## config.mk

```make
export PLATFORM = sky130hd
export DESIGN_NAME = inst_queue
export DESIGN_NICKNAME = d
export VERILOG_FILES = /design/src/rtl/inst_queue_pkg.sv /design/src/rtl/inst_queue_sync_fifo.sv /design/src/rtl/inst_queue.sv
export SDC_FILE = /design/constraint.sdc
export NUM_CORES = 1
export LEC_CHECK = 0
export ABC_CLOCK_PERIOD_IN_PS = 2600
export BUFFER_PORTS_ARGS = -buffer_cell sky130_fd_sc_hd__buf_2
export CAP_MARGIN = 15
export CORE_MARGIN = 2
export CORE_UTILIZATION = 59
export DETAILED_ROUTE_END_ITERATION = 12
export PLACE_DENSITY_LB_ADDON = 0.25
export REMOVE_ABC_BUFFERS = 1
export SYNTH_ARGS = -nofsm -noshare
export SYNTH_HDL_FRONTEND = slang
export SYNTH_SLANG_ARGS = --single-unit
```

## constraint.sdc

```tcl
create_clock -name clk -period 2.6 [get_ports clk]
set_input_delay 0.13 -clock clk [delete_from_list [all_inputs] [get_ports clk]]
set_output_delay 0.13 -clock clk [all_outputs]
set_load 0.005 [all_outputs]
```

## src/rtl/inst_queue_pkg.sv

```systemverilog
// Shared types and constants for the fetch-to-dispatch instruction queue.
package inst_queue_pkg;

   localparam int IQ_DEPTH = 4;

   typedef logic [31:0] inst_t;
   typedef logic [63:0] dword_t;

   localparam inst_t INST_NOP = 32'h0000_0013;

   typedef struct packed {
      dword_t pc;
      inst_t  inst;
   } iq_entry_t;

   // Instruction fetch addresses must be 4-byte aligned.
   function automatic logic pc_misaligned(input dword_t pc);
      return (pc[1:0] != 2'b00);
   endfunction

endpackage

```

## src/rtl/inst_queue_sync_fifo.sv

```systemverilog
// Generic synchronous FIFO with a synchronous clear; storage resets to RST_VAL
// so the read port never presents X.
module inst_queue_sync_fifo
   import inst_queue_pkg::*;
#(
   parameter int                WIDTH   = $bits(iq_entry_t),
   parameter int                DEPTH   = IQ_DEPTH,
   parameter logic [WIDTH-1:0]  RST_VAL = {WIDTH{1'b0}},
   localparam int               PTR_W   = $clog2(DEPTH)
) (
   input  logic             clk,
   input  logic             rst_n,
   input  logic             i_clear,
   input  logic             i_wr_en,
   input  logic [WIDTH-1:0] i_wr_data,
   input  logic             i_rd_en,
   output logic [WIDTH-1:0] o_rd_data,
   output logic [PTR_W:0]   o_count,
   output logic             o_full,
   output logic             o_empty
);

   logic [WIDTH-1:0] r_mem [DEPTH];
   logic [PTR_W-1:0] r_head;
   logic [PTR_W-1:0] r_tail;
   logic [PTR_W:0]   r_count;
   logic             w_wr;
   logic             w_rd;

   assign o_full    = (r_count == (PTR_W+1)'(DEPTH));
   assign o_empty   = (r_count == {(PTR_W+1){1'b0}});
   assign w_wr      = i_wr_en & ~o_full & ~i_clear;
   assign w_rd      = i_rd_en & ~o_empty & ~i_clear;
   assign o_rd_data = r_mem[r_head];
   assign o_count   = r_count;

   // Pointers wrap naturally because DEPTH is a power of two.
   always_ff @(posedge clk or negedge rst_n) begin
      if (!rst_n) begin
         r_head  <= {PTR_W{1'b0}};
         r_tail  <= {PTR_W{1'b0}};
         r_count <= {(PTR_W+1){1'b0}};
      end else if (i_clear) begin
         r_head  <= {PTR_W{1'b0}};
         r_tail  <= {PTR_W{1'b0}};
         r_count <= {(PTR_W+1){1'b0}};
      end else begin
         if (w_wr) r_tail <= r_tail + PTR_W'(1);
         if (w_rd) r_head <= r_head + PTR_W'(1);
         case ({w_wr, w_rd})
            2'b10:   r_count <= r_count + (PTR_W+1)'(1);
            2'b01:   r_count <= r_count - (PTR_W+1)'(1);
            default: r_count <= r_count;
         endcase
      end
   end

   always_ff @(posedge clk or negedge rst_n) begin
      if (!rst_n) begin
         for (int i = 0; i < DEPTH; i++) r_mem[i] <= RST_VAL;
      end else if (w_wr) begin
         r_mem[r_tail] <= i_wr_data;
      end
   end

endmodule

```

## src/rtl/inst_queue.sv

```systemverilog
// Instruction queue between fetch and dispatch: FIFO of (pc, inst) with
// redirect flush, misalign decode and a NOP head value out of reset.
module inst_queue
   import inst_queue_pkg::*;
#(
   parameter int DEPTH = IQ_DEPTH,
   parameter int PTR_W = $clog2(DEPTH)
) (
   input  logic           clk,
   input  logic           rst_n,
   input  logic           flush,
   input  logic           in_valid,
   output logic           in_ready,
   input  dword_t         in_pc,
   input  inst_t          in_inst,
   output logic           out_valid,
   input  logic           out_ready,
   output dword_t         out_pc,
   output inst_t          out_inst,
   output logic           out_misalign,
   output logic [PTR_W:0] count
);

   logic      w_push;
   logic      w_pop;
   logic      w_full;
   logic      w_empty;
   iq_entry_t w_wr_entry;
   iq_entry_t w_head;

   assign w_wr_entry = '{pc: in_pc, inst: in_inst};
   assign w_push     = in_valid & in_ready & ~flush;
   assign w_pop      = out_valid & out_ready;

   inst_queue_sync_fifo #(
      .WIDTH   ($bits(iq_entry_t)),
      .DEPTH   (DEPTH),
      .RST_VAL ({64'h0, INST_NOP})
   ) u_fifo (
      .clk       (clk),
      .rst_n     (rst_n),
      .i_clear   (flush),
      .i_wr_en   (w_push),
      .i_wr_data (w_wr_entry),
      .i_rd_en   (w_pop),
      .o_rd_data (w_head),
      .o_count   (count),
      .o_full    (w_full),
      .o_empty   (w_empty)
   );

   // in_ready depends only on occupancy, never on out_ready.
   assign in_ready     = ~w_full;
   assign out_valid    = ~w_empty & ~flush;
   assign out_pc       = w_head.pc;
   assign out_inst     = w_head.inst;
   assign out_misalign = pc_misaligned(w_head.pc);

endmodule

```

# ---- After elaboration in Yosys (flattened, before gate mapping)
# Cells that the tools add are included.
dict set report word_totals {
  regBits 391
  output_inout_bits 102
  word_cells 48
}
dict set report classes {
  n_addsub 4
  magnitude_cmp 3
  n_eq_ne 3
  n_mux 12
  bitwise 13
  reduce_logical 6
}
# op n
set op_table {}
lappend op_table {{384-bit bitwise mux} 1}
lappend op_table {{96-bit two-way mux} 3}
lappend op_table {{96-bit binary-select mux with 2-bit select} 1}
lappend op_table {{96-bit demux with 2-bit select} 1}
lappend op_table {{1-bit bitwise AND} 8}
lappend op_table {{2-bit two-way mux} 4}
lappend op_table {{3-bit greater-or-equal comparator, second input constant} 2}
lappend op_table {{2-bit inverter with 3-bit output} 2}
lappend op_table {{3-bit one-hot mux with 2 select lines} 1}
lappend op_table {{2-bit nonzero test} 3}
lappend op_table {{2-bit by 1-bit adder with 2-bit output, second input constant} 2}
lappend op_table {{3-bit by 1-bit adder with 3-bit output, second input constant} 1}
lappend op_table {{3-bit equality test, second input constant} 1}
lappend op_table {{3-bit zero test} 1}
lappend op_table {{3-bit by 1-bit less-than comparator with 1-bit output, second input constant} 1}
lappend op_table {{3-bit two-way mux} 1}
lappend op_table {{1-bit inverter} 3}
lappend op_table {{3-bit nonzero test} 1}
lappend op_table {{3-bit by 1-bit subtractor with 3-bit output, second input constant} 1}
lappend op_table {{2-bit by 1-bit equality test with 1-bit output, second input constant} 1}
lappend op_table {{2-bit equality test, second input constant} 1}
lappend op_table {{1-bit logical AND} 1}

# ---- Depth between registers and ports, before layout
dict set report depth {
  depth_word 9
  ltp_mapped 7
}

# ---- Hierarchy
# From an unflattened synthesis, not the netlist that was laid out.
dict set report unflattened {
  cells_unflattened 993
  hier_area_um2 17013.8
}
# mod instances cells_per_inst area_each_um2
set by_module_without_submodules {}
lappend by_module_without_submodules {inst_queue_sync_fifo 1 988 16975.0}
lappend by_module_without_submodules {inst_queue 1 5 38.8}

# ---- Least setup slack after synthesis
# No wires, ideal clock.
dict set report synth_path {
  path_kind {register -> register}
  from {register u_fifo.r_count[0], in the netlist u_fifo.o_count[0]}
  to {register u_fifo.r_count[2], in the netlist u_fifo.o_count[2]}
  arrival_ns 2.099
  path_slack_ns 0.419
  stages_incl_launch_ff 7
  n_path_buf 1
  synth_period_minus_slack_ns 2.181
  path_cell_list {dfrtp_1 buf_2 o31ai_1 nor3_1 fa_1 or4_1 a31oi_1}
}
dict set report synth_between {
  elab_chain_len 9
  word_cells_on_any_way 19
  classes_between {add/sub (2); eq/ne (3); mux (2); bitwise (10); reduce/logical (2)}
}
# element line_no
set synth_rtl {}
lappend synth_rtl {{start, declared} inst_queue_sync_fifo.sv:26} ;# logic [PTR_W:0] r_count;
lappend synth_rtl {{start signal, assigned} inst_queue_sync_fifo.sv:42} ;# r_count <= {(PTR_W+1){1'b0}};
lappend synth_rtl {{start signal, assigned} inst_queue_sync_fifo.sv:46} ;# r_count <= {(PTR_W+1){1'b0}};
lappend synth_rtl {{start signal, assigned} inst_queue_sync_fifo.sv:51} ;# 2'b10: r_count <= r_count + (PTR_W+1)'(1);
lappend synth_rtl {{3-bit equality test / 3-bit zero test (equally long branches)} {inst_queue_sync_fifo.sv:30, inst_queue_sync_fifo.sv:31}}
lappend synth_rtl {{1-bit inverter, on equally long branches} --}
lappend synth_rtl {{1-bit bitwise AND, on equally long branches} {inst_queue.sv:32, inst_queue.sv:54}}
lappend synth_rtl {{1-bit bitwise AND, on equally long branches} {inst_queue.sv:32, inst_queue.sv:33}}
lappend synth_rtl {{1-bit bitwise AND, on equally long branches (2 in series)} {inst_queue_sync_fifo.sv:32, inst_queue_sync_fifo.sv:33}}
lappend synth_rtl {{2-bit by 1-bit equality test with 1-bit output / 2-bit equality test (equally long branches)} inst_queue_sync_fifo.sv:50} ;# case ({w_wr, w_rd})
lappend synth_rtl {{3-bit one-hot mux with 2 select lines} inst_queue_sync_fifo.sv:50}
lappend synth_rtl {{3-bit two-way mux} inst_queue_sync_fifo.sv:43} ;# end else if (i_clear) begin
# Several ways; a longest one is shown, not always the timed one.
# A chain may end at the register's enable or synchronous reset.

# ---- Worst setup path after layout
# Same ends and word-level chain as after synthesis.

==> results.md <==
- The run finished with clean final reports.
- The placeable core area is approximately 30000 sq um.
- The number of nets with antenna violations after routing is 0.
- On the critical path, the stage with the largest delay is an instance of dfrtp_1.
- The post-route core utilization is 0.7159.
- The netlist uses 37 different library cells.
- After detailed routing, the number of vias per cell comes to between 5 and 6.
- For this configuration, the core starts out at a cell density of 0.5947.
- In this run the power spent charging and discharging nets is ~0.0050 W.
- The half-perimeter wire length after detailed placement is about 22000 microns.
- The reg-to-reg startpoint is u_fifo.o_count[0].
- At the worst endpoint, the required time is 3.05 ns.
- The startpoint-to-endpoint class of the critical path is reg2reg.
- The root buffer selected by CTS is clkbuf_16.
- The endpoint identified for the worst register-to-register timing path is u_fifo.o_count[2].
- The kind of start point of the critical path is a register.
- The critical path's top delay family is simple AND/OR/NAND/NOR gates.
- Entering global routing, the biggest net connects 84 pins.
- The class of the tightest hold or removal check is in2reg.
- The number of clock buffers inserted by TritonCTS is 42.
- The deepest level of the CTS H-tree is 2.
- The routed layout has 9882 vias.
- The initialized floorplan defines 64 standard-cell rows.
- The switching share of power is 0.2506.
- At the pin with the least slew margin, the transition time is 0.5630 ns.
- Setup violations remaining at the end of the flow were counted as 0.
- The routed wirelength normalized by instance count is 21.18 microns.
- The largest area contributor in the synthesized netlist is dfrtp_1.
- Data on the critical path arrives at its endpoint at between 2 and 3 ns.
- After clock tree synthesis, the flow added hold-fix buffers numbering 100.
- The top flip-flop cell by instance count after synthesis is dfrtp_1.
- For flop-to-flop paths, the worst setup slack is ~0.34 ns.
- The logic depth of the worst setup path including buffers is 5.
- The die covers ~32000 sq um.
- By area the synthesized netlist is led by dfrtp_1 (53%), mux2_2 (14%), mux2_4 (13%).
- The part of the power in registers is 0.446.
- For this design, the sink count on the clock tree is about 390.
- The endpoint of the worst setup timing path is u_fifo.o_count[2].
- The overall routing resource usage is 0.2362.
- A synthesized cell averages about 18 sq um.
- The final number of hold-violating endpoints is 0.
- In this run the horizontal extent of the chip is about 180 microns.
- The wire length of the first global-routing pass is 59390 microns.
- The maximum vdd ir drop is 0.7059 mV.
- The critical path contains buffers and inverters numbering 0 combined.
- The via count of the first global-routing pass was about 11000.
- Summing all non-filler instances in the final layout gives an area of about 22000 sq um.
- The overall die height is roughly 180 microns.
- The synthesized design contains 0 enable-type register cells.
- For this run, design rule violations remaining after detail routing come to 0.
- Max-cap violations in this run came to 0.
- Tracing the worst setup path back leads to its startpoint at u_fifo.o_count[0].
- The routability-driven placement congestion ratio is around 0.73.
- The Yosys step of the flow raised 0 warnings.
- Measured against its own limit, the worst slew margin works out to 0.6247.
- The post-CTS setup-driven buffer insertion count is 0.
- The net count of the finished layout is 1412.
- The power density relative to cell area is between 900 and 1000 nW/um^2.
- The growth of design area from synthesis to finish is 20.39%.
- The most frequent cell after synthesis is dfrtp_1.
- Of the available clock period, the critical path in the final layout requires 0.8696.
- The final-layout fill cell count is ~1900.
- After synthesis the netlist holds a flip-flop and latch count of 391.
- TritonCTS built the clock tree.
- The aggregate routed wire length is 36720 microns.
- The number of instances in the synthesized netlist is 998.
- Along the worst path, the maximum fanout reaches 13.
- The share of synthesized area in the top cell type comes to 0.5255.
- The first routing iteration left slightly below 500 violations.
- Of the synthesized area, sequential elements account for 0.5430.
- After clock tree synthesis, the clock-pin slew on the worst setup and hold paths is about 0.060 ns.
- In the final layout, the share of cells above drive strength 1 is 0.5976.
- Setup repair after global routing left no endpoint under its margin.
- STA classifies the critical path endpoint as a register.
- The cell area after placement is between 15000 and 20000 sq um.
- The area of the mapped netlist is 18050 sq um.
- The total chip power is between 0.02 and 0.025 W.
- The signal on the critical path passes through o31ai_1, nor3_1, fa_1, or4_1, a31oi_1.
- Clock skew on the completed layout was measured at roughly 0.011 ns.
- The final global-route overflow total is 0.
- The clock latency on the worst-skew pair is roughly 0.53 ns.
- The largest buffer count on any clock path is 3.
- Port buffering added approximately 200 buffers.
- The count of final max-slew check failures is 0.
- The post-route setup TNS is 0 ns.
- The portion of total power attributed to combinational logic is 0.254.
- Timing would allow up to 442.3 MHz.
- Post-CTS repair changed the size of 0 cells.
- The time the final worst path needs with I/O delays and setup is between 2 and 2.5 ns.
- The clock network fraction of design power is 0.300.
- The path depth of the worst reg2reg path is 5.
- By count the netlist is led by dfrtp_1 (379), mux2_2 (224), mux2_4 (160).
- The fraction of synthesis flops using an asynchronous set or reset pin is 1.000.
- The worst hold path depth is 4.
- The initial antenna violation count is 0.
- In this run the count of I/O pins placed on the die edge is a little over 200.
- The number of iterations in the first detailed-routing pass is 4.
- The static leakage is roughly 10 nW.
- The worst hold-check slack is between 0.05 and 0.06 ns.
- The internal power consumption is roughly 0.015 W.
- For this run, the slowest stage of the critical path takes between 0.5 and 0.6 ns.
-- per-stage QoR --
step,worst slack (ns),instances
floorplan,-2.313,929
global placement,0.3710,1558
detailed placement,0.3410,1558
CTS,0.3017,1733
global route,0.1917,1733
finish,0.3392,1734
-- metal layers --
layer	GRT usage	routed length, microns
met4	0.05047	567
met5	0	0
met1	0.3306	16160
met2	0.3832	18070
met3	0.05301	1926
-- registers in the layout (all words and copies together), names as in the netlist --
register and flops:
u_fifo.r_tail 2, u_fifo.r_head 2, u_fifo.o_count 3, u_fifo.r_mem 384
-- worst register-to-register path: stages (launching register included) --
cell and delay, ns:
dfrtp_1 0.55, o31ai_1 0.42, nor3_1 0.12, fa_1 0.44, or4_1 0.53, a31oi_1 0.13
-- placed cells by master, fill, tap and decap left out, types with 3 or more instances in the layout --
master         count
buf_4             13
mux4_2            96
buf_2            201
nand3b_1           4
clkbuf_1          11
buf_12            18
dlygate4sd3_1    100
clkinv_2           4
a21oi_1            5
nand3_4            4
mux2_4           160
dfstp_2           12
ha_1               4
bufinv_16          3
xor2_1             3
dfrtp_1          377
nor2_1             5
clkbuf_16         43
inv_1              5
mux2_2           224
o21ai_0            4
clkbuf_8          12
-- power groups by stage --
stage	Sequential, W	Combinational [W]	Clock (W)
after global routing	0.00918	0.00553	0.00642
after floorplan	0.00878	0.00357	0
final	0.00897	0.00512	0.00603
after detailed placement	0.00900	0.00502	0
after global placement	0.00890	0.00487	0
after CTS	0.00894	0.00517	0.00615
-- worst min path at each step --
stage	end	from	slack, ns
6_report	u_fifo.o_count[1]	out_ready	0.06
5_1_grt	u_fifo.o_count[1]	out_ready	0.06
4_1_cts	u_fifo.o_count[1]	out_ready	0.03
3_5_place_dp	u_fifo.r_mem[367]	rst_n	0.13
3_3_place_gp	u_fifo.r_mem[271]	rst_n	0.13
2_1_floorplan	u_fifo.o_count[0]	rst_n	-0.17
-- logic make-up after synthesis --
logic type	share of synthesized area
xor gates and xnor gates	0.001456
AOI/OAI and AO/OA	0.005893
and+or+nand+nor	0.01213
buffers and inverters	0.04097
muxes	0.3927
DFF	0.5430
adders and majority gates	0.003883
-- final cells by class --
cell class,instances,area [sq um],share of cell area
flip-flops and latches,391,9807,0.4514
well taps,396,495.5,0.02280
multi-input cells,532,7508,0.3456
clock buffers,66,1282,0.05903
inverters,6,25.02,0.001152
diodes,1,2.502,0.0001152
clock inverters,9,126.4,0.005816
repair buffers,333,2480,0.1141
No activity file was read; power rests on OpenSTA's default activity.
